--- config.mk ---
export PLATFORM = sky130hd
export DESIGN_NAME = data_mem_lsu
export DESIGN_NICKNAME = d
export VERILOG_FILES = /design/src/rtl/lsu_pkg.sv /design/src/rtl/lsu_lane_align.sv /design/src/rtl/data_mem_lsu.sv
export SDC_FILE = /design/constraint.sdc
export NUM_CORES = 1
export LEC_CHECK = 0
export CAP_MARGIN = 10
export CORE_MARGIN = 2
export CORE_UTILIZATION = 46
export DETAILED_ROUTE_END_ITERATION = 12
export GPL_TIMING_DRIVEN = 0
export PLACE_DENSITY_LB_ADDON = 0.2
export SKIP_LAST_GASP = 1
export SYNTH_ARGS = -nofsm -noshare
export SYNTH_HDL_FRONTEND = slang
export SYNTH_SLANG_ARGS = --single-unit
--- constraint.sdc ---
create_clock -name clk -period 2.7 [get_ports clk]
set_input_delay 0.405 -clock clk [delete_from_list [all_inputs] [get_ports clk]]
set_output_delay 0.405 -clock clk [all_outputs]
set_load 0.03 [all_outputs]
--- src/rtl/lsu_pkg.sv ---
// rtl/lsu_pkg.sv - shared size encodings, FSM states and RAM geometry for the data-memory LSU
package lsu_pkg;

  localparam int RAM_AW = 10;

  typedef enum logic [1:0] {
    SIZE_B = 2'b00,
    SIZE_H = 2'b01,
    SIZE_W = 2'b10,
    SIZE_X = 2'b11
  } size_e;

  typedef enum logic [2:0] {
    IDLE,
    RD_SETUP,
    RD_STROBE,
    RD_CAPTURE,
    WR_SETUP,
    WR_STROBE,
    WR_DONE
  } state_e;

  // Misalignment/illegal-size check for an incoming request.
  function automatic logic req_misaligned(input size_e size, input logic [1:0] addr_lo);
    case (size)
      SIZE_B:  req_misaligned = 1'b0;
      SIZE_H:  req_misaligned = addr_lo[0];
      SIZE_W:  req_misaligned = (addr_lo != 2'b00);
      default: req_misaligned = 1'b1;
    endcase
  endfunction

endpackage

--- src/rtl/lsu_lane_align.sv ---
// rtl/lsu_lane_align.sv - load lane extraction/extension and store lane merge
// Ports:
//   size        access size (SIZE_X behaves as a word)
//   is_unsigned zero-extend sub-word loads
//   addr_lo     byte offset within the word
//   word_in     word read from RAM
//   store_data  right-aligned store data
//   load_data   extracted, extended load result
//   merged_word word_in with the store lane(s) replaced
module lsu_lane_align
  import lsu_pkg::*;
(
  input  size_e       size,
  input  logic        is_unsigned,
  input  logic [1:0]  addr_lo,
  input  logic [31:0] word_in,
  input  logic [31:0] store_data,
  output logic [31:0] load_data,
  output logic [31:0] merged_word
);

  logic [7:0]  byte_lane;
  logic [15:0] half_lane;

  always_comb begin
    byte_lane   = word_in[{addr_lo, 3'b000} +: 8];
    half_lane   = word_in[{addr_lo[1], 4'b0000} +: 16];
    load_data   = word_in;
    merged_word = store_data;
    case (size)
      SIZE_B: begin
        load_data   = is_unsigned ? {24'h0, byte_lane} : {{24{byte_lane[7]}}, byte_lane};
        merged_word = word_in;
        merged_word[{addr_lo, 3'b000} +: 8] = store_data[7:0];
      end
      SIZE_H: begin
        // addr_lo[0] is ignored: the half lane is selected by addr_lo[1] only.
        load_data   = is_unsigned ? {16'h0, half_lane} : {{16{half_lane[15]}}, half_lane};
        merged_word = word_in;
        merged_word[{addr_lo[1], 4'b0000} +: 16] = store_data[15:0];
      end
      default: begin
        load_data   = word_in;
        merged_word = store_data;
      end
    endcase
  end

endmodule

--- src/rtl/data_mem_lsu.sv ---
// rtl/data_mem_lsu.sv - load/store unit driving the 1024x32 data RAM with setup/strobe/hold sequencing
// Optional feature macro: LSU_MISALIGN_TRAP_EN (report misaligned/illegal requests via rsp_err).
// Ports:
//   clk, rst_n                       clock, async active-low reset
//   req_valid/req_ready              request handshake (ready only in IDLE)
//   req_we, req_size, req_unsigned   store flag, access size, zero-extend loads
//   req_addr, req_wdata              byte address, right-aligned store data
//   rsp_valid, rsp_rdata, rsp_err    completion pulse, load data, error flag
//   ram_read_enable/ram_write_enable registered edge strobes
//   ram_read_address/ram_write_address word address captured at accept
//   ram_data_in, ram_data_out        RAM write/read data
module data_mem_lsu
  import lsu_pkg::*;
(
  input  logic              clk,
  input  logic              rst_n,
  input  logic              req_valid,
  output logic              req_ready,
  input  logic              req_we,
  input  logic [1:0]        req_size,
  input  logic              req_unsigned,
  input  logic [11:0]       req_addr,
  input  logic [31:0]       req_wdata,
  output logic              rsp_valid,
  output logic [31:0]       rsp_rdata,
  output logic              rsp_err,
  output logic              ram_read_enable,
  output logic              ram_write_enable,
  output logic [RAM_AW-1:0] ram_read_address,
  output logic [RAM_AW-1:0] ram_write_address,
  output logic [31:0]       ram_data_in,
  input  logic [31:0]       ram_data_out
);

  state_e      state_q, state_d;
  logic [11:0] addr_q;
  size_e       size_q;
  logic        we_q, uns_q;
  logic [31:0] wdata_q;

  logic        accept;
  logic        req_err;
  logic        req_is_word;
  logic        ready_d, rsp_valid_d, rsp_err_d, rd_en_d, wr_en_d;
  logic [31:0] rsp_rdata_d, ram_data_in_d;
  logic [31:0] load_data, merged_word;

  assign ram_read_address  = addr_q[11:2];
  assign ram_write_address = addr_q[11:2];

`ifdef LSU_MISALIGN_TRAP_EN
  assign req_err = req_misaligned(size_e'(req_size), req_addr[1:0]);
`else
  assign req_err = 1'b0;
`endif

  // Size 11 only reaches the datapath when trapping is disabled; it is a word access then.
  assign req_is_word = (req_size == SIZE_W) || (req_size == SIZE_X);

  lsu_lane_align u_lane_align (
    .size        (size_q),
    .is_unsigned (uns_q),
    .addr_lo     (addr_q[1:0]),
    .word_in     (ram_data_out),
    .store_data  (wdata_q),
    .load_data   (load_data),
    .merged_word (merged_word)
  );

  always_comb begin
    state_d       = state_q;
    accept        = 1'b0;
    rsp_valid_d   = 1'b0;
    rsp_err_d     = 1'b0;
    rsp_rdata_d   = rsp_rdata;
    rd_en_d       = 1'b0;
    wr_en_d       = 1'b0;
    ram_data_in_d = ram_data_in;
    case (state_q)
      IDLE: begin
        if (req_valid) begin
          accept = 1'b1;
          if (req_err) begin
            // Errors complete from IDLE without touching the RAM.
            rsp_valid_d = 1'b1;
            rsp_err_d   = 1'b1;
            rsp_rdata_d = 32'h0;
          end else if (req_we && req_is_word) begin
            ram_data_in_d = req_wdata;
            state_d       = WR_SETUP;
          end else begin
            state_d = RD_SETUP;
          end
        end
      end
      RD_SETUP: begin
        rd_en_d = 1'b1;
        state_d = RD_STROBE;
      end
      RD_STROBE: state_d = RD_CAPTURE;
      RD_CAPTURE: begin
        if (we_q) begin
          // Sub-word store: write back the captured word with the new lane(s).
          ram_data_in_d = merged_word;
          state_d       = WR_SETUP;
        end else begin
          rsp_valid_d = 1'b1;
          rsp_rdata_d = load_data;
          state_d     = IDLE;
        end
      end
      WR_SETUP: begin
        wr_en_d = 1'b1;
        state_d = WR_STROBE;
      end
      WR_STROBE: begin
        rsp_valid_d = 1'b1;
        rsp_rdata_d = 32'h0;
        state_d     = WR_DONE;
      end
      WR_DONE: state_d = IDLE;
      default: state_d = IDLE;
    endcase
    ready_d = (state_d == IDLE);
  end

  always_ff @(posedge clk or negedge rst_n) begin
    if (!rst_n) begin
      state_q          <= IDLE;
      addr_q           <= 12'h0;
      size_q           <= SIZE_B;
      we_q             <= 1'b0;
      uns_q            <= 1'b0;
      wdata_q          <= 32'h0;
      req_ready        <= 1'b1;
      rsp_valid        <= 1'b0;
      rsp_err          <= 1'b0;
      rsp_rdata        <= 32'h0;
      ram_read_enable  <= 1'b0;
      ram_write_enable <= 1'b0;
      ram_data_in      <= 32'h0;
    end else begin
      state_q          <= state_d;
      req_ready        <= ready_d;
      rsp_valid        <= rsp_valid_d;
      rsp_err          <= rsp_err_d;
      rsp_rdata        <= rsp_rdata_d;
      ram_read_enable  <= rd_en_d;
      ram_write_enable <= wr_en_d;
      ram_data_in      <= ram_data_in_d;
      if (accept) begin
        addr_q  <= req_addr;
        size_q  <= size_e'(req_size);
        we_q    <= req_we;
        uns_q   <= req_unsigned;
        wdata_q <= req_wdata;
      end
    end
  end

endmodule

==> metrics.txt, run 1 <==
FMAX 386.2 MHz; Root Driver clkbuf_16; CP endpoint kind flop; Fillers 1177; Core Box Area 13930 sq um; per-cell routed wire length 22.08 um; fraction of layout cells with a size suffix above 1 0.1814; number of enable flip-flop cells after synthesis 0; sequential area share after synthesis 0.4512; Placed Cells 997; Hold Path Class flop to flop; CP max FO 10; number of synthesis warnings 0; GRT busiest layer met2; Die W 123.8 um; CP required 3.06 ns; slowest CP cell dfrtp_1; Final GP Congestion 0.9248; met2 Track Usage GR 0.4612; Placed Area 8558 sq um; Critical Path AT 2.95 ns; max_cap viols 0; CP top delay family buffers and inverters; final hold vios 0; row count 43; RSZ-0062 raised after global routing false; number of inserted diodes 0; die area 15330 sq um; Slowest Stage Delay on Critical Path 0.39 ns; Yosys reg bits 119; WHS 0.4756 ns; Power, Total 11.89 mW; synthesized cell area 6603 sq um; top cell type's share of synthesized area 0.4472; drt total wl 22.72 mm; Synth cell types 52; clock sinks 119; Final Setup Violations 0; synthesis-to-layout area growth 38.00%; Synth area leaders dfrtp_1 (45%), mux2_2 (8.9%), o21ai_0 (3.8%); LEAKAGE 3.916 nW; Syn Nets 734; initial core utilization 0.4738; CTS buffer count 17; post-route cell area 9111 sq um; period utilisation layout 0.9590; setup TNS 0 ns; initial antenna violation count 1; met1 GRT Util 0.4188; Slew headroom 0.4444; clk slew on worst S/H paths 0.05 ns; critical path class flop to flop; critical path depth 10; Clock Skew 0.006750 ns; H-tree depth 4; minimum clock period 2.589 ns; first-pass GRT wire length 33.89 mm; crit path launch type flop; CTS tree yes; final cell count without fillers 1029; via count 6101; dpl hpwl 17.06 mm; nets@finish 925; Syn Area/Cell 10.22 sq um; I/O pins 172; First DRT Iteration DRCs 695; vias in the first global route 6026; Slew Limit Fails 0; Buf/Inv on CP 5; total track usage 0.3035; area leader, netlist dfrtp_1; largest net degree at the start of global routing 70; worst path cell trace buf_2 -> clkbuf_4 -> inv_1 -> ha_1 -> clkbuf_2 -> nor4b_4 -> buf_4 -> o31ai_1 -> a31oi_1 -> a21o_1; met3 Resource Use GR 0.06868; Hold Path Cell Cnt 1; worst-margin pin slew 0.8271 ns; peak supply drop 0.8941 mV; status finished clean; grt ovf 0; Die Span Y 123.8 um; Worst R2R Path Depth 10; drc violations 0; dominant synthesized flop cell dfrtp_1; antenna-violating nets left 0; PortBufs 170; Pwr Density 1305 nW/um^2; PnR worst setup slack 0.1106 ns; routed vias/inst 5.929; dpl ws -0.1993 ns; later-pin clock latency in the skew report 0.42 ns; fin util 0.6539; Post-synth ARST share 1.000; 1st-pass router iterations 5; Max Root-Sink Buffers 2; post-synthesis cell count 646
## layout by cell type (no fill, tap or decap), types with 6 or more instances in the layout
master	instances
a211oi_1	10
a21o_1	9
a21oi_1	19
a221o_1	15
a22o_1	9
a22oi_1	16
a31oi_1	17
a32o_1	7
buf_2	23
buf_4	29
clkbuf_1	23
clkbuf_16	17
clkdlybuf4s50_1	169
clkinv_2	6
dfrtp_1	118
inv_1	21
mux2_2	52
mux2i_1	19
mux4_2	7
nand2_1	59
nand2b_1	7
nand4_1	16
nor2_1	22
o2111a_1	7
o211ai_1	8
o21ai_0	50
o21ai_1	21
o22ai_1	14
o31ai_1	8
## path summary, 6_finish.rpt
path                                             from                          end  slack (ns)
hold reg to reg            ram_data_in[7]$_DFFE_PN0P_   ram_data_in[7]$_DFFE_PN0P_        0.48
setup reg to reg                addr_q[1]$_DFFE_PN0P_   ram_data_in[5]$_DFFE_PN0P_        0.11
setup / recovery                addr_q[1]$_DFFE_PN0P_   ram_data_in[5]$_DFFE_PN0P_        0.11
min in group asynchronous                       rst_n  ram_data_in[17]$_DFFE_PN0P_        0.50
hold / removal             ram_data_in[7]$_DFFE_PN0P_   ram_data_in[7]$_DFFE_PN0P_        0.48
max in group asynchronous                       rst_n          req_ready$_DFF_PN1_        1.48
## synth_stat cells, types with 14 or more instances
library cell    n
mux2_2         52
nand4_1        16
inv_1          21
nor2_1         22
dfrtp_1       118
o21ai_1        21
buf_4          28
buf_2          24
o21ai_0        50
a221o_1        15
mux2i_1        19
o22ai_1        14
a21oi_1        19
a22oi_1        16
nand2_1        59
a31oi_1        17
clkbuf_1       22
## power breakdown
group          total (mW)  internal [mW]  switching (mW)
registers            3.35           2.61           0.739
clock network        2.02           1.23           0.795
logic                6.52           2.82            3.70
## worst register-to-register path: stages (launching register included)
cell	delay (ns)
dfrtp_1	0.39
buf_2	0.23
clkbuf_4	0.28
inv_1	0.12
ha_1	0.32
clkbuf_2	0.22
nor4b_4	0.30
buf_4	0.21
o31ai_1	0.08
a31oi_1	0.28
a21o_1	0.12
## area by class of cell
class	instances	area (sq um)	share of cell area
Clock inverter	9	52.55	0.005768
Buffer	77	436.7	0.04793
Inverter	21	78.83	0.008651
Clock buffer	22	474.2	0.05205
Sequential cell	119	2979	0.3270
Multi-Input combinational cell	428	3117	0.3421
Timing Repair Buffer	173	1748	0.1918
Tap cell	180	225.2	0.02472
## cell families (layout without fill, tap and decap cells)
logic type               count (synthesis)  after routing  synth area share
AND/OR/NAND/NOR                        129            129           0.09987
AO/OA/AOI/OAI                          215            215            0.2194
buffers and inverters                   99            302           0.07808
flip-flops                             119            119            0.4512
multiplexers                            78             78            0.1414
other                                    1              1         0.0005680
adder cells (fa/ha/maj)                  5              5          0.009475
## flip-flops by register name, indices dropped and copies added (netlist names)
signal / flops
ram_data_in: 32
rsp_rdata: 32
wdata_q: 32
addr_q: 12
state_q: 3
size_q: 2
ram_read_enable: 1
ram_write_enable: 1
req_ready: 1
rsp_valid: 1
uns_q: 1
we_q: 1
## what timing repair did
action / in CTS / in global routing
pin swaps: 0 / 1
endpoints found under the hold margin: 50 / 0
setup buffers: 0 / 1
setup endpoints to repair: 16 / 16
hold buffers: 1 / 0
resized for setup: 2 / 1
## per-layer routing
layer  vias up  part of all wire
met5         -                 0
met4         0             0.026
met3        37             0.086
met2       342              0.46
met1      2945              0.43
li1       2777                 -
No activity file was read; power rests on OpenSTA's default activity.
==> inputs of run 2 (changes only) <==
SETUP_SLACK_MARGIN = 0.4   (was not set)
==> metrics.txt, run 2 (synthesis gave the netlist of run 1 again) <==
status finished clean; Core Box Area 13930 sq um (unchanged); Final Setup Violations 0 (unchanged); peak supply drop 0.8936 mV (about the same); initial antenna violation count 0 (-1); most frequent cells in the layout clkdlybuf4s50_1 (169), dfrtp_1 (117), nand2_1 (59); PnR worst setup slack 0.4844 ns (+0.3739 ns); routed vias/inst 5.897 (-0.55%); drt total wl 22.86 mm (+0.59%); CP max FO 10 (unchanged); dpl ws -0.1993 ns (unchanged); Slowest Stage Delay on Critical Path 0.40 ns (about the same); First DRT Iteration DRCs 636 (-8.5%); I/O pins 172 (unchanged); fraction of layout cells with a size suffix above 1 0.1897 (+0.008306); Die W 123.8 um (unchanged); clock sinks 119 (unchanged); CP endpoint kind flop; die area 15330 sq um (unchanged); Pwr Density 1306 nW/um^2 (+0.12%); H-tree depth 4 (unchanged); 1st-pass router iterations 5 (unchanged); first-pass GRT wire length 33.91 mm (about the same); crit path launch type flop; max_cap viols 0 (unchanged); RR Startpoint addr_q[1]$_DFFE_PN0P_; worst path cell trace buf_6 -> buf_8 -> inv_2 -> ha_1 -> buf_4 -> nor4b_4 -> buf_6 -> o31ai_1 -> a31oi_1 -> a21o_1; number of inserted diodes 0 (unchanged); Max Root-Sink Buffers 2 (unchanged); initial core utilization 0.4738 (unchanged); critical path class flop to flop; period utilisation layout 0.8206 (-0.1385); Clock Skew 0.005652 ns (-0.001098 ns); CP required 3.06 ns (about the same); Crit path top cell by count buf_6; final hold vios 0 (unchanged); row count 43 (unchanged); Root Driver clkbuf_16; antenna-violating nets left 0 (unchanged); FMAX 451.4 MHz (+17%); Final GP Congestion 0.9248 (unchanged); Critical Path AT 2.58 ns (-0.37 ns); Slew headroom 0.4540 (+0.009621); Hold Path Class flop to flop; Buf/Inv on CP 5 (unchanged); drc violations 0 (unchanged); PortBufs 170 (unchanged); CTS buffer count 17 (unchanged); Critical Path Start addr_q[1]$_DFFE_PN0P_; Top Registers ram_data_in: 32 flops, rsp_rdata: 32 flops, wdata_q: 32 flops; later-pin clock latency in the skew report 0.42 ns (about the same); vias in the first global route 6018 (-0.13%); hold path startpoint ram_data_in[7]$_DFFE_PN0P_; Slew Limit Fails 0 (unchanged); clk slew on worst S/H paths 0.05 ns (about the same); CP top delay family buffers and inverters; Worst R2R Setup Slack 0.48 ns (+0.37 ns); via count 6097 (-0.066%); synthesis-to-layout area growth 38.92%; dpl hpwl 17.06 mm (unchanged); commonest non-fill, non-tap cell in the layout clkdlybuf4s50_1; post-route cell area 9173 sq um (+0.67%); CTS tree yes; Placed Area 8558 sq um (unchanged); minimum clock period 2.216 ns (-0.3739 ns); largest net degree at the start of global routing 70 (unchanged); RSZ-0062 raised after global routing false; slowest CP cell dfrtp_1; total track usage 0.3038 (about the same); Die Span Y 123.8 um (unchanged); worst-margin pin slew 0.8127 ns (-0.01432 ns); per-cell routed wire length 22.11 um (+0.11%); nets@finish 930 (+0.54%); grt ovf 0 (unchanged); LEAKAGE 3.947 nW (+0.78%)
-- run 2: cell count changes in the layout (fill, tap and decap cells not counted), sizes merged --
cell	change
buf	+7
clkbuf	-2
-- run 2: worst paths after layout --
path	depth (start not counted)	endpoint
max	10	ram_data_in[5]$_DFFE_PN0P_
min	1	ram_data_in[7]$_DFFE_PN0P_
max reg2reg	10	ram_data_in[5]$_DFFE_PN0P_
min reg2reg	1	ram_data_in[7]$_DFFE_PN0P_
max in group asynchronous	3	req_ready$_DFF_PN1_
min in group asynchronous	2	ram_data_in[17]$_DFFE_PN0P_
-- run 2: routing by layer --
metal | vias up | global-route usage | wire length (um)
li1 | 2782 | - | -
met1 | 2968 | 0.4194 | 9945
met2 | 305 | 0.4619 | 10460
met3 | 42 | 0.06868 | 1844
met4 | 0 | 0.1257 | 606
met5 | - | 0 | 0
-- run 2: report_power, final --
group          switching (mW)  internal, mW  leakage [nW]
Sequential              0.744          2.61          1.47
Combinational            3.72          2.89          2.22
Clock                   0.799          1.23         0.257
Total                    5.26          6.72          3.95
-- run 2: area by class of cell --
type	count	area [sq um]
plain buffers	78	457.9
clock buffers	22	474.2
clock inverters	9	52.55
fillers	1169	4762
inverters	21	78.83
multi-input cells	428	3122
flip-flops and latches	119	2980
well taps	180	225.2
repair buffers	177	1782
-- run 2: timing repair --
| item | CTS | global route |
|---|---|---|
| endpoints found under the setup margin | 32 | 29 |
| gates resized for setup | 9 | 5 |
| hold endpoints to repair | 50 | 0 |
| pin swaps | 4 | 1 |
| hold buffers | 1 | 0 |
| setup buffers | 2 | 3 |
-- run 2: metrics by stage --
step	TNS (ns)	utilization	std cells	power, mW	hold slack (ns)
2_1_floorplan	0	-	646	7.349	0.1094
3_3_place_gp	-388.18	0.6121	996	9.654	0.4650
3_5_place_dp	-1.328	0.6142	997	9.773	0.3828
6_report	0	0.6583	1034	11.98	0.4758
5_1_grt	0	0.6583	1034	12.63	0.4975
4_1_cts	0	0.6560	1031	11.91	0.4839
==> inputs of run 3 (changes only) <==
CORE_UTILIZATION = 45   (was 46)
clock period = 1.8 ns   (was 2.7 ns; I/O delays follow)
==> metrics.txt, run 3 (synthesis gave the netlist of run 1 again) <==
I/O pins 172 (unchanged); PnR worst setup slack -0.1726 ns (-0.6571 ns); commonest non-fill, non-tap cell in the layout dfrtp_1; Critical Path AT 2.34 ns (-0.24 ns); row count 44 (+2.3%); routed vias/inst 6.067 (+2.9%); Placed Area 8941 sq um (+4.5%); Top Registers ram_data_in: 32 flops, rsp_rdata: 32 flops, wdata_q: 32 flops; LEAKAGE 4.909 nW (+24%); critical path class flop to flop; 1st-pass router iterations 6 (+1); clk slew on worst S/H paths 0.06 ns (about the same); per-cell routed wire length 22.87 um (+3.5%); dpl hpwl 17.13 mm (+0.41%); RR Startpoint addr_q[1]$_DFFE_PN0P_; fin util 0.7532 (+0.09495); CP top delay family buffers and inverters; Buf/Inv on CP 5 (unchanged); Worst R2R Path Depth 10 (unchanged); First DRT Iteration DRCs 663 (+4.2%); nets@finish 990 (+6.5%); drt total wl 25.11 mm (+9.9%); minimum clock period 1.973 ns (-0.2429 ns); fraction of layout cells with a size suffix above 1 0.4125 (+0.2228); Slew headroom 0.6052 (+0.1512); grt ovf 0 (unchanged); Crit path top cell by count buf_6; Hold Path Class input port to asynchronous set/reset pin; vias in the first global route 6549 (+8.8%); via count 6662 (+9.3%); CTS tree yes; H-tree depth 4 (unchanged); FMAX 506.9 MHz (+12%); CP required 2.17 ns (-0.89 ns); worst-margin pin slew 0.5890 ns (-0.2237 ns); drc violations 0 (unchanged); synthesis-to-layout area growth 64.54%; Placed Cells 1001 (+0.40%); initial antenna violation count 0 (unchanged); Critical Path Start addr_q[1]$_DFFE_PN0P_; CP endpoint kind flop; final cell count without fillers 1098 (+6.2%); PortBufs 170 (unchanged); max_cap viols 0 (unchanged); Root Driver clkbuf_16; clock sinks 119 (unchanged); Core Box Area 14420 sq um (+3.5%); total track usage 0.3104 (+0.006616); status finished with violations; RSZ-0062 raised after global routing true; initial core utilization 0.4578 (-0.01607); Worst R2R Setup Slack -0.17 ns (-0.66 ns); antenna-violating nets left 0 (unchanged); Fillers 949 (-19%); violated checks setup timing; worst path cell trace buf_6 -> buf_12 -> clkinv_8 -> ha_4 -> clkbuf_16 -> nor4b_4 -> buf_6 -> o31ai_2 -> a31oi_1 -> a21o_1; post-route cell area 10860 sq um (+18%); Final GP Congestion 0.8885 (-3.9%); Max Root-Sink Buffers 2 (unchanged); Die W 125.1 um (+1.1%); later-pin clock latency in the skew report 0.43 ns (about the same); slowest CP cell dfrtp_1; Clock Skew 0.008091 ns (+0.002440 ns); die area 15660 sq um (+2.2%); peak supply drop 1.101 mV (+23%); final hold vios 0 (unchanged); Worst R2R End ram_data_in[4]$_DFFE_PN0P_; largest net degree at the start of global routing 61 (-13%); Die Span Y 125.1 um (+1.1%); Pwr Density 1997 nW/um^2 (+53%); CTS buffer count 17 (unchanged); Slowest Stage Delay on Critical Path 0.39 ns (about the same); number of inserted diodes 0 (unchanged); first-pass GRT wire length 37.42 mm (+10%); CP max FO 8 (-2); most frequent cells in the layout dfrtp_1 (113), clkdlybuf4s50_1 (81), buf_4 (65); period utilisation layout 1.096 (+0.2753); Final Setup Violations 33 (+33); WHS 0.3880 ns (-0.08777 ns); Slew Limit Fails 0 (unchanged); crit path launch type flop
[run 3: cell types whose count changed in the layout (fill, tap and decap cells not counted), moves of 20 or more]
cell	previous run	this run
buf_4	33	65
buf_6	4	46
clkbuf_1	23	2
clkdlybuf4s15_2	0	56
clkdlybuf4s50_1	169	81
mux2_2	52	7
mux2_4	0	45
o21ai_0	50	30
[run 3: routing by layer]
| layer | vias to the layer above | track usage | wire length [um] |
|---|---|---|---|
| met5 | - | 0 | 0 |
| met4 | 0 | 0.09281 | 634 |
| met3 | 66 | 0.06761 | 1826 |
| met2 | 344 | 0.5243 | 12220 |
| met1 | 3345 | 0.4028 | 10430 |
| li1 | 2907 | - | - |
[run 3: power breakdown]
part / switching (mW) / internal (mW)
Combinational: 6.49 / 6.34
Clock: 1.31 / 2.48
Sequential: 1.14 / 3.92
[run 3: worst max-delay path by stage]
stage	endpoint	slack [ns]	cells after the start
3_5_place_dp	ram_data_in[18]$_DFFE_PN0P_	-0.64	6
3_3_place_gp	addr_q[0]$_DFFE_PN0P_	-4.60	1
4_1_cts	ram_data_in[4]$_DFFE_PN0P_	-0.11	10
6_report	ram_data_in[4]$_DFFE_PN0P_	-0.17	10
5_1_grt	ram_data_in[13]$_DFFE_PN0P_	-0.21	9
2_1_floorplan	ram_data_in[1]$_DFFE_PN0P_	-0.11	9
[run 3: through the flow]
step                TNS, ns  power [mW]  worst slack, ns
floorplan            -1.029       11.85          -0.1083
global placement    -532.52       15.19           -4.596
detailed placement   -43.92       15.45          -0.6359
CTS                  -1.499       20.59          -0.1094
global route         -5.428       22.57          -0.2073
finish               -2.867       21.69          -0.1726
[run 3: timing repair]
| item | in CTS | in global routing |
|---|---|---|
| hold buffers | 1 | 0 |
| endpoints found under the hold margin | 58 | 0 |
| pin swaps | 18 | 18 |
| setup endpoints to repair | 202 | 145 |
| resized for setup | 406 | 125 |
| buffers inserted | 38 | 15 |
| cloned | 9 | 3 |
[run 3: area by class of cell]
type,count,area (sq um),share of cell area
Inverter,21,91.34,0.008407
Tap cell,184,230.2,0.02119
Multi-Input combinational cell,428,3611,0.3324
Clock inverter,12,201.4,0.01854
Clock buffer,19,442.9,0.04077
Sequential cell,119,2985,0.2748
Buffer,78,739.5,0.06806
Timing Repair Buffer,237,2562,0.2359
